<file path="src/rtl/stage_ctrl_pkg.sv">
// rtl/stage_ctrl_pkg.sv - RV32I opcode constants, sequencer state encodings and decode helpers
package stage_ctrl_pkg;

    localparam logic [6:0] OP_LUI    = 7'b0110111;
    localparam logic [6:0] OP_AUIPC  = 7'b0010111;
    localparam logic [6:0] OP_JAL    = 7'b1101111;
    localparam logic [6:0] OP_JALR   = 7'b1100111;
    localparam logic [6:0] OP_BRANCH = 7'b1100011;
    localparam logic [6:0] OP_LOAD   = 7'b0000011;
    localparam logic [6:0] OP_STORE  = 7'b0100011;
    localparam logic [6:0] OP_I      = 7'b0010011;
    localparam logic [6:0] OP_R      = 7'b0110011;

    typedef enum logic [2:0] {
        S_IF   = 3'd0,
        S_ID   = 3'd1,
        S_EX   = 3'd2,
        S_MEM  = 3'd3,
        S_WB   = 3'd4,
        S_TRAP = 3'd5
    } state_t;

    // Opcodes this core executes; anything else traps
    function automatic logic op_legal(input logic [6:0] op);
        case (op)
            OP_LUI, OP_AUIPC, OP_JAL, OP_JALR, OP_BRANCH,
            OP_LOAD, OP_STORE, OP_I, OP_R: op_legal = 1'b1;
            default:                       op_legal = 1'b0;
        endcase
    endfunction

    // Opcodes that produce a register-file result
    function automatic logic op_writes_rd(input logic [6:0] op);
        case (op)
            OP_LUI, OP_AUIPC, OP_JAL, OP_JALR,
            OP_LOAD, OP_I, OP_R: op_writes_rd = 1'b1;
            default:             op_writes_rd = 1'b0;
        endcase
    endfunction

endpackage

</file>
<file path="src/rtl/stage_ctrl_perf_cnt.sv">
// rtl/stage_ctrl_perf_cnt.sv - free-running cycle and retired-instruction counters
module perf_cnt (
    input  logic        clk,
    input  logic        rst,
    input  logic        retire,
    output logic [31:0] cycle_cnt,
    output logic [31:0] instret_cnt
);

    // Cycle counter runs on every out-of-reset cycle and wraps naturally
    always_ff @(posedge clk) begin
        if (rst) begin
            cycle_cnt <= '0;
        end else begin
            cycle_cnt <= cycle_cnt + 32'd1;
        end
    end

    // Retire counter only updates on writeback so a held value stays put otherwise
    always_ff @(posedge clk) begin
        if (rst) begin
            instret_cnt <= '0;
        end else if (retire) begin
            instret_cnt <= instret_cnt + 32'd1;
        end
    end

endmodule

</file>
<file path="src/rtl/stage_ctrl.sv">
// rtl/stage_ctrl.sv - multicycle IF/ID/EX/MEM/WB sequencer; STAGE_CTRL_PERF_EN adds perf counters
module stage_ctrl
    import stage_ctrl_pkg::*;
(
    input  logic        clk,
    input  logic        rst,
    input  logic [31:0] inst,
    input  logic        imem_ready,
    input  logic        dmem_ready,
    output logic        imem_req,
    output logic        ir_we,
    output logic        dmem_req,
    output logic        dmem_we,
    output logic        rf_we,
    output logic        pc_we,
    output logic [2:0]  stage,
    output logic        err,
    output logic [31:0] cycle_cnt,
    output logic [31:0] instret_cnt
);

    state_t     state;
    logic [6:0] opcode;
    logic       is_mem;
    logic       is_store;
    logic       rd_nonzero;
    logic       unused_inst_hi;

    assign opcode         = inst[6:0];
    assign is_store       = (opcode == OP_STORE);
    assign is_mem         = (opcode == OP_LOAD) || is_store;
    assign rd_nonzero     = (inst[11:7] != 5'd0);
    assign unused_inst_hi = ^inst[31:12];
    assign stage          = state;

    // State register: one step per cycle, stalls only in IF and MEM, trap is terminal until reset
    always_ff @(posedge clk) begin
        if (rst) begin
            state <= S_IF;
        end else begin
            case (state)
                S_IF:    if (imem_ready) state <= S_ID;
                S_ID:    state <= op_legal(opcode) ? S_EX : S_TRAP;
                S_EX:    state <= is_mem ? S_MEM : S_WB;
                S_MEM:   if (dmem_ready) state <= S_WB;
                S_WB:    state <= S_IF;
                S_TRAP:  state <= S_TRAP;
                default: state <= S_TRAP;
            endcase
        end
    end

    // Handshakes and enables decode from state and inst; reset forces them all low
    always_comb begin
        imem_req = 1'b0;
        ir_we    = 1'b0;
        dmem_req = 1'b0;
        dmem_we  = 1'b0;
        rf_we    = 1'b0;
        pc_we    = 1'b0;
        err      = 1'b0;
        if (!rst) begin
            case (state)
                S_IF: begin
                    imem_req = 1'b1;
                    ir_we    = imem_ready;
                end
                S_MEM: begin
                    dmem_req = 1'b1;
                    dmem_we  = is_store;
                end
                S_WB: begin
                    pc_we = 1'b1;
                    rf_we = op_writes_rd(opcode) && rd_nonzero;
                end
                S_TRAP:  err = 1'b1;
                default: ;
            endcase
        end
    end

`ifdef STAGE_CTRL_PERF_EN
    logic retire;
    assign retire = (state == S_WB) && !rst;

    perf_cnt u_perf_cnt (
        .clk         (clk),
        .rst         (rst),
        .retire      (retire),
        .cycle_cnt   (cycle_cnt),
        .instret_cnt (instret_cnt)
    );
`else
    assign cycle_cnt   = '0;
    assign instret_cnt = '0;
`endif

endmodule

</file>
<file path="config.mk">
export PLATFORM = sky130hd
export DESIGN_NAME = stage_ctrl
export DESIGN_NICKNAME = d
export VERILOG_FILES = /design/src/rtl/stage_ctrl_pkg.sv /design/src/rtl/stage_ctrl_perf_cnt.sv /design/src/rtl/stage_ctrl.sv
export SDC_FILE = /design/constraint.sdc
export NUM_CORES = 1
export LEC_CHECK = 0
export CORE_MARGIN = 2
export CORE_UTILIZATION = 23
export CTS_BUF_LIST = sky130_fd_sc_hd__clkbuf_4
export CTS_CLUSTER_DIAMETER = 60
export DETAILED_ROUTE_END_ITERATION = 7
export PLACE_DENSITY = 0.78
export SYNTH_ARGS = -nofsm -noshare
export SYNTH_HDL_FRONTEND = slang
export SYNTH_SLANG_ARGS = --single-unit
</file>
<file path="constraint.sdc">
create_clock -name clk -period 1.01 [get_ports clk]
set_clock_uncertainty 0.05 [all_clocks]
set_input_delay 0.101 -clock clk [delete_from_list [all_inputs] [get_ports clk]]
set_output_delay 0.101 -clock clk [all_outputs]
set_load 0.1 [all_outputs]
</file>
---- Word level (Yosys, flattened, before mapping) ----
Cells that the tools add are included.
storage, ports and cells
  latch bits .............................. 0
  bits in writable memories ............... 0
  memories kept ........................... 0
  register bits after elaboration ......... 3
  input bits .............................. 36
  output and inout bits ................... 74
  bits in read-only memories .............. 0
cells by class
  divide/modulo/power cells ............... 0
  reductions and logical operators ........ 7
  bitwise gates (word level) .............. 0
  muxes and demuxes ....................... 25
  equal/unequal tests ..................... 16
  add/subtract/negate cells ............... 0
  $lt $le $gt $ge ......................... 0
  multiply operators ...................... 0
  shift-type cells ........................ 0
operator list
  cell                                                                    number
  7-bit by 6-bit equality test with 1-bit output (second input constant)  3
  7-bit equality test (second input constant)                             3
  1-bit two-way mux                                                       20
  3-bit case mux with 5 select lines                                      1
  7-bit by 5-bit equality test with 1-bit output (second input constant)  2
  3-bit two-way mux                                                       4
  9-bit OR reduction                                                      1
  7-bit by 2-bit equality test with 1-bit output (second input constant)  1
  7-bit OR reduction                                                      1
  3-bit by 2-bit equality test with 1-bit output (second input constant)  2
  3-bit equality test (second input constant)                             2
  5-bit nonzero test                                                      1
  2-bit != test (second input constant)                                   2
  3-bit by 1-bit equality test with 1-bit output (second input constant)  1
  3-bit logical NOT                                                       1
  2-bit AND reduction                                                     1
  1-bit logical AND                                                       1
  1-bit logical OR                                                        1

---- Logic depth before layout (Yosys ltp) ----
  depth in word-level cells ............... 8
  depth in mapped cells ................... 5
  gate-level depth less buffers ........... 4

---- Worst setup path before layout ----
No wires, ideal clock.
  path type ............................... reg2out
  from .................................... register state[2] (netlist: stage[2])
  to ...................................... output port rf_we
  setup slack ............................. -3011 ps
  required time ........................... 859 ps
  cell stages (with the launch flop) ...... 5
  arrival ................................. 3870 ps
  buffers on the path ..................... 0
  path through ............................ dfxtp_1 nand2b_1 nor3_2 nand2_1 a211oi_2
between the ends
  word-level cells in the longest chain between the ends .. 3
ends and longest elaborated chain
  element                   line              source
  start: declaration        stage_ctrl.sv:22  state_t state;
  start signal: assignment  stage_ctrl.sv:43  S_ID: state <= op_legal(opcode) ? S_EX : S_TRAP;
  start signal: assignment  stage_ctrl.sv:44  S_EX: state <= is_mem ? S_MEM : S_WB;
  3-bit equality test       stage_ctrl.sv:63  case (state)
  1-bit two-way mux         stage_ctrl.sv:63
  1-bit two-way mux         stage_ctrl.sv:62  if (!rst) begin
  end: declaration          stage_ctrl.sv:14  output logic rf_we,
No other way between the ends.

---- Worst setup path in the final report ----
Same ends and word-level chain as after synthesis.

==> results.cfg <==
[worst_setup_path]
cpMaxStageDelayCell = dfxtp_4
path_class = register to output port
cp_top_family = flip-flops
path_max_fanout = 5
critPathMaxStageDelay_ns = 0.39
required_ns = 0.86
path_cells = nand2b_4 > nor3_4 > nand2_2 > a211oi_4 > buf_12
startpoint_type = register
path_buf_inv = 1
end_kind = output port
cp.arrival_ns = 1.32

[synth]
yosysTopAreaCell = buf_4
yosysWarningCount = 0
synth_top_area_share_pct = 57.95
yosysUniqueCellTypes = 30
ys_top_cells_by_area = buf_4 58%, dfxtp_1 7.1%, o21ai_0 2.4%
synth.cell_area_sq_um = 842.1
ys_seq_area_share_pct = 7.132
avgSynthCellArea_sq_um = 7.452
ys_ff_latch = 3
synthCells = 113

[status]
status = finished, violations left
violations = setup timing

[die]
dieArea_sq_um = 4161
die_x_microns = 64.51
ioPinCount = 110
fp.dieH_microns = 64.51
core.rowCount = 21
initial_core_util_pct = 24.65
core-area_sq_um = 3416

[finish]
final_area_sq_um = 1376
syn_to_final_growth_pct = 63.45
drive_gt1_share_pct = 41.32
regArea_sq_um = 71.32
multi_input_area_sq_um = 619.3
largest_reg_flops = 3
fillers = 357
finalNetCount = 204
diodes = 0

[global_route]
grt_first_pass_wirelength_microns = 2380
grt_util_met2_pct = 15.76
grt_pass1_vias = 601
grt_max_degree = 7
grt_util_met1_pct = 5.439
met3_usage_pct = 2.083
track_usage_pct = 7.205
antenna_found_initial = 0
busiest_layer = met2
grt_overflow = 0

[clock_network]
cts-htree-levels = 1
clockBufferDepth = 2
cts_tree = yes
cts.sinks = 3
cts_buffers = 3
clkLatencyLatePin_ns = 0.23
root_buffer = clkbuf_4
clkTransAtPathRegs_ns = 0.04

[power]
powerDensity_nw_per_um2 = 2440
vdd_drop_max_mv = 0.7564
finalPower_mw = 3.358
leakagePower_nw = 0.6861

[timing]
drv_slew = 0
timing.setup.tns_ns = -3.820
period_share_pct = 145.8
hold_viol = 0
hold_ws_ns = 0.3403
setup_viol = 13
setup_ws_ns = -0.4625
fmax_mhz = 679.1
min_period_ns = 1.472
grt_setup_unrepaired = yes

[place]
placed_cell_area_sq_um = 1181
globalplace.congestion = 0.7973
dp_slack_ns = -0.5609
dp_hpwl_microns = 1452
io_buffer_count = 25

[min_path]
worstHoldPathType = input port to register

[routing]
drt_iter0_markers = 6
vias = 738
wl_microns = 1805
viasPerCell = 3.465
drcViolationCount = 0
first_pass_iters = 4
wl_per_cell_microns = 8.474
ant_nets = 0

[flow_run]
maxCapViolCount = 0
tightest hold or removal path, stage by stage:
cell           delay, ns
dlygate4sd2_1       0.28
buf_4               0.15
a21oi_1             0.04
placed cells by master, fill, tap and decap left out, types with 3 or more instances in the layout:
cell             count
clkdlybuf4s50_1      6
buf_6                9
clkbuf_4             4
buf_4               19
dfxtp_4              3
conb_1              64
dlygate4sd2_1        7
nor2_4               3
buf_12              10
cells by family after synthesis:
| kind of cell | after synthesis | synth area share [%] |
|---|---|---|
| compound gates | 16 | 13.37 |
| simple gates | 25 | 18.87 |
| flops | 3 | 7.133 |
| other cells | 1 | 0.4453 |
| buf+inv | 68 | 60.18 |
synthesized netlist by cell type:
cell type and count:
nor3_1 1, nor2_2 2, conb_1 1, o21ai_1 1, a21o_1 1, nand2b_1 3
a21boi_1 1, inv_2 1, buf_6 1, o21ai_2 1, and2_1 2, nor4_2 1
inv_1 1, and3_1 3, a21oi_1 2, a32o_1 1, buf_4 65, or4_4 1
dfxtp_1 3, nand2_1 4, a21oi_2 2, o211ai_1 1, a211oi_2 1, nand2b_4 1
nor3_2 1, o21ai_0 4, o22ai_1 1, nand3_1 1, and3b_1 1, nor2_1 4
what timing repair did:
| action | CTS | global route |
|---|---|---|
| hold buffers | 0 | 0 |
| resized for setup | 17 | 18 |
| pin swaps | 9 | 6 |
| endpoints found under the setup margin | 13 | 13 |
| buffers inserted | 6 | 5 |
area by class of cell:
type                    count  share of cell area, %
clock buffers               4                  2.182
inverters                   2                 0.5455
multi-input cells         105                  45.00
repair buffers             53                  42.91
well taps                  46                  4.182
flip-flops and latches      3                  5.182
path summary, 6_finish.rpt:
kind                                              end  depth (start not counted)             startpoint  slack, ns
worst min-delay path            stage[2]$_SDFFE_PP0P_                          3                    rst       0.34
worst max register to register  stage[2]$_SDFFE_PP0P_                          6  stage[1]$_SDFFE_PP0P_      -0.22
worst min register to register  stage[0]$_SDFFE_PP0P_                          4  stage[2]$_SDFFE_PP0P_       0.71
worst max-delay path                            rf_we                          5  stage[2]$_SDFFE_PP0P_      -0.46
where the power goes:
group / internal, mW / switching [mW] / leakage (nW) / total [mW]
clock network: 0.175 / 0.0646 / 0.0184 / 0.240
registers: 0.179 / 0.0824 / 0.0266 / 0.261
logic: 0.840 / 2.02 / 0.641 / 2.86
per-stage QoR:
stage                     utilization (%)  std cells
after global placement              34.58        199
after global routing                40.29        213
after floorplan                         -        176
after CTS                           37.55        209
after detailed placement            34.58        199
final                               40.29        213
routing by layer:
layer | vias to the layer above | part of all wire [%]
met5 | - | 0
met3 | 2 | 10
met1 | 344 | 26
li1 | 345 | -
met4 | 0 | 0.89
met2 | 47 | 63
(Power assumes the default switching activity.)
==> RTL edit (config.mk and constraints unchanged) <==
Put a register stage on the output `err`, cleared by the reset. The value now appears one clock later. The other outputs are not delayed to match.
--- a/src/rtl/stage_ctrl.sv
+++ b/src/rtl/stage_ctrl.sv
@@ -20,2 +20,4 @@
 );
+
+    logic err_d;
 
@@ -60,3 +62,3 @@
         pc_we    = 1'b0;
-        err      = 1'b0;
+        err_d    = 1'b0;
         if (!rst) begin
@@ -75,3 +77,3 @@
                 end
-                S_TRAP:  err = 1'b1;
+                S_TRAP:  err_d = 1'b1;
                 default: ;
@@ -97,2 +99,10 @@
 
+    always_ff @(posedge clk) begin
+        if (rst) begin
+            err <= '0;
+        end else begin
+            err <= err_d;
+        end
+    end
+
 endmodule
Check against the original RTL: not equivalent (a bounded check fails within 4 cycles, from zero or initial values and one cycle with rst high).
==> RTL edit against the original RTL <==
The run still ends with setup timing left; global-route usage grew 2.0 points; sequential share of layout area grew 1.1 points; power shrank 40%; register-to-register slack lost 0.18 ns; area after synthesis grew 3.0%; synthesized cell count grew 5.3%; final area grew 7.4%; utilization grew 0.37 points; sequential cell count grew 1; combinational power shrank 45%; worst setup slack lost 0.013 ns; routed wire length grew 20%.
==> RTL edit: results (changes against the original RTL) <==
synth-seq-area-share_pct: 9.24  # +2.1 points
drt_first_iter_violations: 39  # +33
root_buffer: "clkbuf_4"
layout_setup_ws_ns: -0.475  # -0.0128 ns
fillCellCount: 395  # +11%
netlist_top_cells_count: "buf_4, nor2_1, nand2_1"
drive_above_1_share_pct: 41.2  # -0.14 points
drt-total-wl_um: 2170  # +20%
grt_start_max_net_pins: 7  # unchanged
clockBufferDepth: 2  # unchanged
leakage_nw: 0.712  # +3.8%
tns_ns: -3.83  # -0.00716 ns
whs_path_depth: 5  # +2
clkSlewWorstSetupHoldPaths_ns: 0.05
critPathMaxFanout: 6  # +1
async_flop_share_pct: 0  # unchanged
hpwl_um: 1560  # +7.3%
yosys_warnings: 0  # unchanged
grt_pass1_wl_um: 2900  # +22%
grtUsageTotal_pct: 9.19  # +2.0 points
antenna-diode-count: 0  # unchanged
setup_viol_count_final: 13  # unchanged
peakVddDrop_mv: 0.555  # -27%
violations: "setup timing"
grt_pass1_vias: 633  # +5.3%
nets: 207  # +1.5%
via_per_inst: 3.51  # +1.4%
place.gp.congestion: 0.837  # +4.9%
clk_latency_ns: 0.25  # +0.02 ns
yosys-top-cells-area: "buf_4, dfxtp_1, nor2_1"
synth_cell_types: 26  # -13%
dr.pass1.iters: 4  # unchanged
p_sw_share_pct: 69.3  # +4.8 points
status: "finished, violations left"
==> RTL edit: per-layer routing <==
layer,GRT usage [%],part of all wire (%)
met1,9.68,32
met2,17.1,57
met3,1.20,8.5
met4,5.73,2.6
met5,0,0
==> RTL edit: worst max-delay path: cells and delay by family, from the launching register on <==
family,cells,cell delay [ns]
AND/OR/NAND/NOR,2,0.33
AO/OA/AOI/OAI,1,0.17
buffers and inverters,1,0.19
flip-flops,1,0.39
==> RTL edit: power groups by stage <==
stage | combinational [mW] | clock (mW) | sequential [mW]
2_1_floorplan | 1.41 | 0 | 0.234
3_3_place_gp | 1.46 | 0 | 0.195
3_5_place_dp | 1.47 | 0 | 0.196
4_1_cts | 1.53 | 0.262 | 0.188
5_1_grt | 1.62 | 0.266 | 0.191
6_report | 1.58 | 0.255 | 0.190
==> RTL edit: path summary, 6_finish.rpt <==
kind / start / endpoint / slack, ns
worst max-delay path: stage[0] / rf_we / -0.48
worst min-delay path: inst[0] / stage[1] / 0.27
worst max register to register: stage[2] / stage[2] / -0.40
worst min register to register: stage[2] / err / 0.47
==> RTL edit: cell families (layout without fill, tap and decap cells) <==
| group | after synthesis | after routing | synth area share (%) |
|---|---|---|---|
| DFF | 4 | 4 | 9.24 |
| AOI/OAI and AO/OA | 10 | 10 | 8.37 |
| and+or+nand+nor | 37 | 37 | 23.5 |
| other | 1 | 64 | 0.432 |
| buffers and inverters | 67 | 55 | 58.4 |
==> RTL edit: final cells by class <==
type | count | area (sq um) | share of cell area (%)
tap | 48 | 60.1 | 4.06
sequential | 4 | 92.6 | 6.27
timing repair buffer | 51 | 607 | 41.1
multi-input combinational | 111 | 688 | 46.6
clock buffer | 4 | 30.0 | 2.03
==> RTL edit: stage by stage <==
step                area, sq um  hold slack, ns  setup slack (ns)  power, mW  instances
finish                     1480           0.272            -0.475       2.02        218
CTS                        1370           0.285            -0.544       1.98        213
floorplan                  1220           0.199             -1.62       1.65        182
global placement           1220           0.465            -0.563       1.65        202
global route               1480           0.308            -0.540       2.08        218
detailed placement         1220           0.465            -0.660       1.66        202
==> RTL edit: what timing repair did <==
item | in CTS | in global routing
hold endpoints to repair | 0 | 0
gates cloned | 0 | 0
setup endpoints to repair | 12 | 12
pin swaps | 11 | 13
gates resized for setup | 14 | 22
buffers inserted | 7 | 8
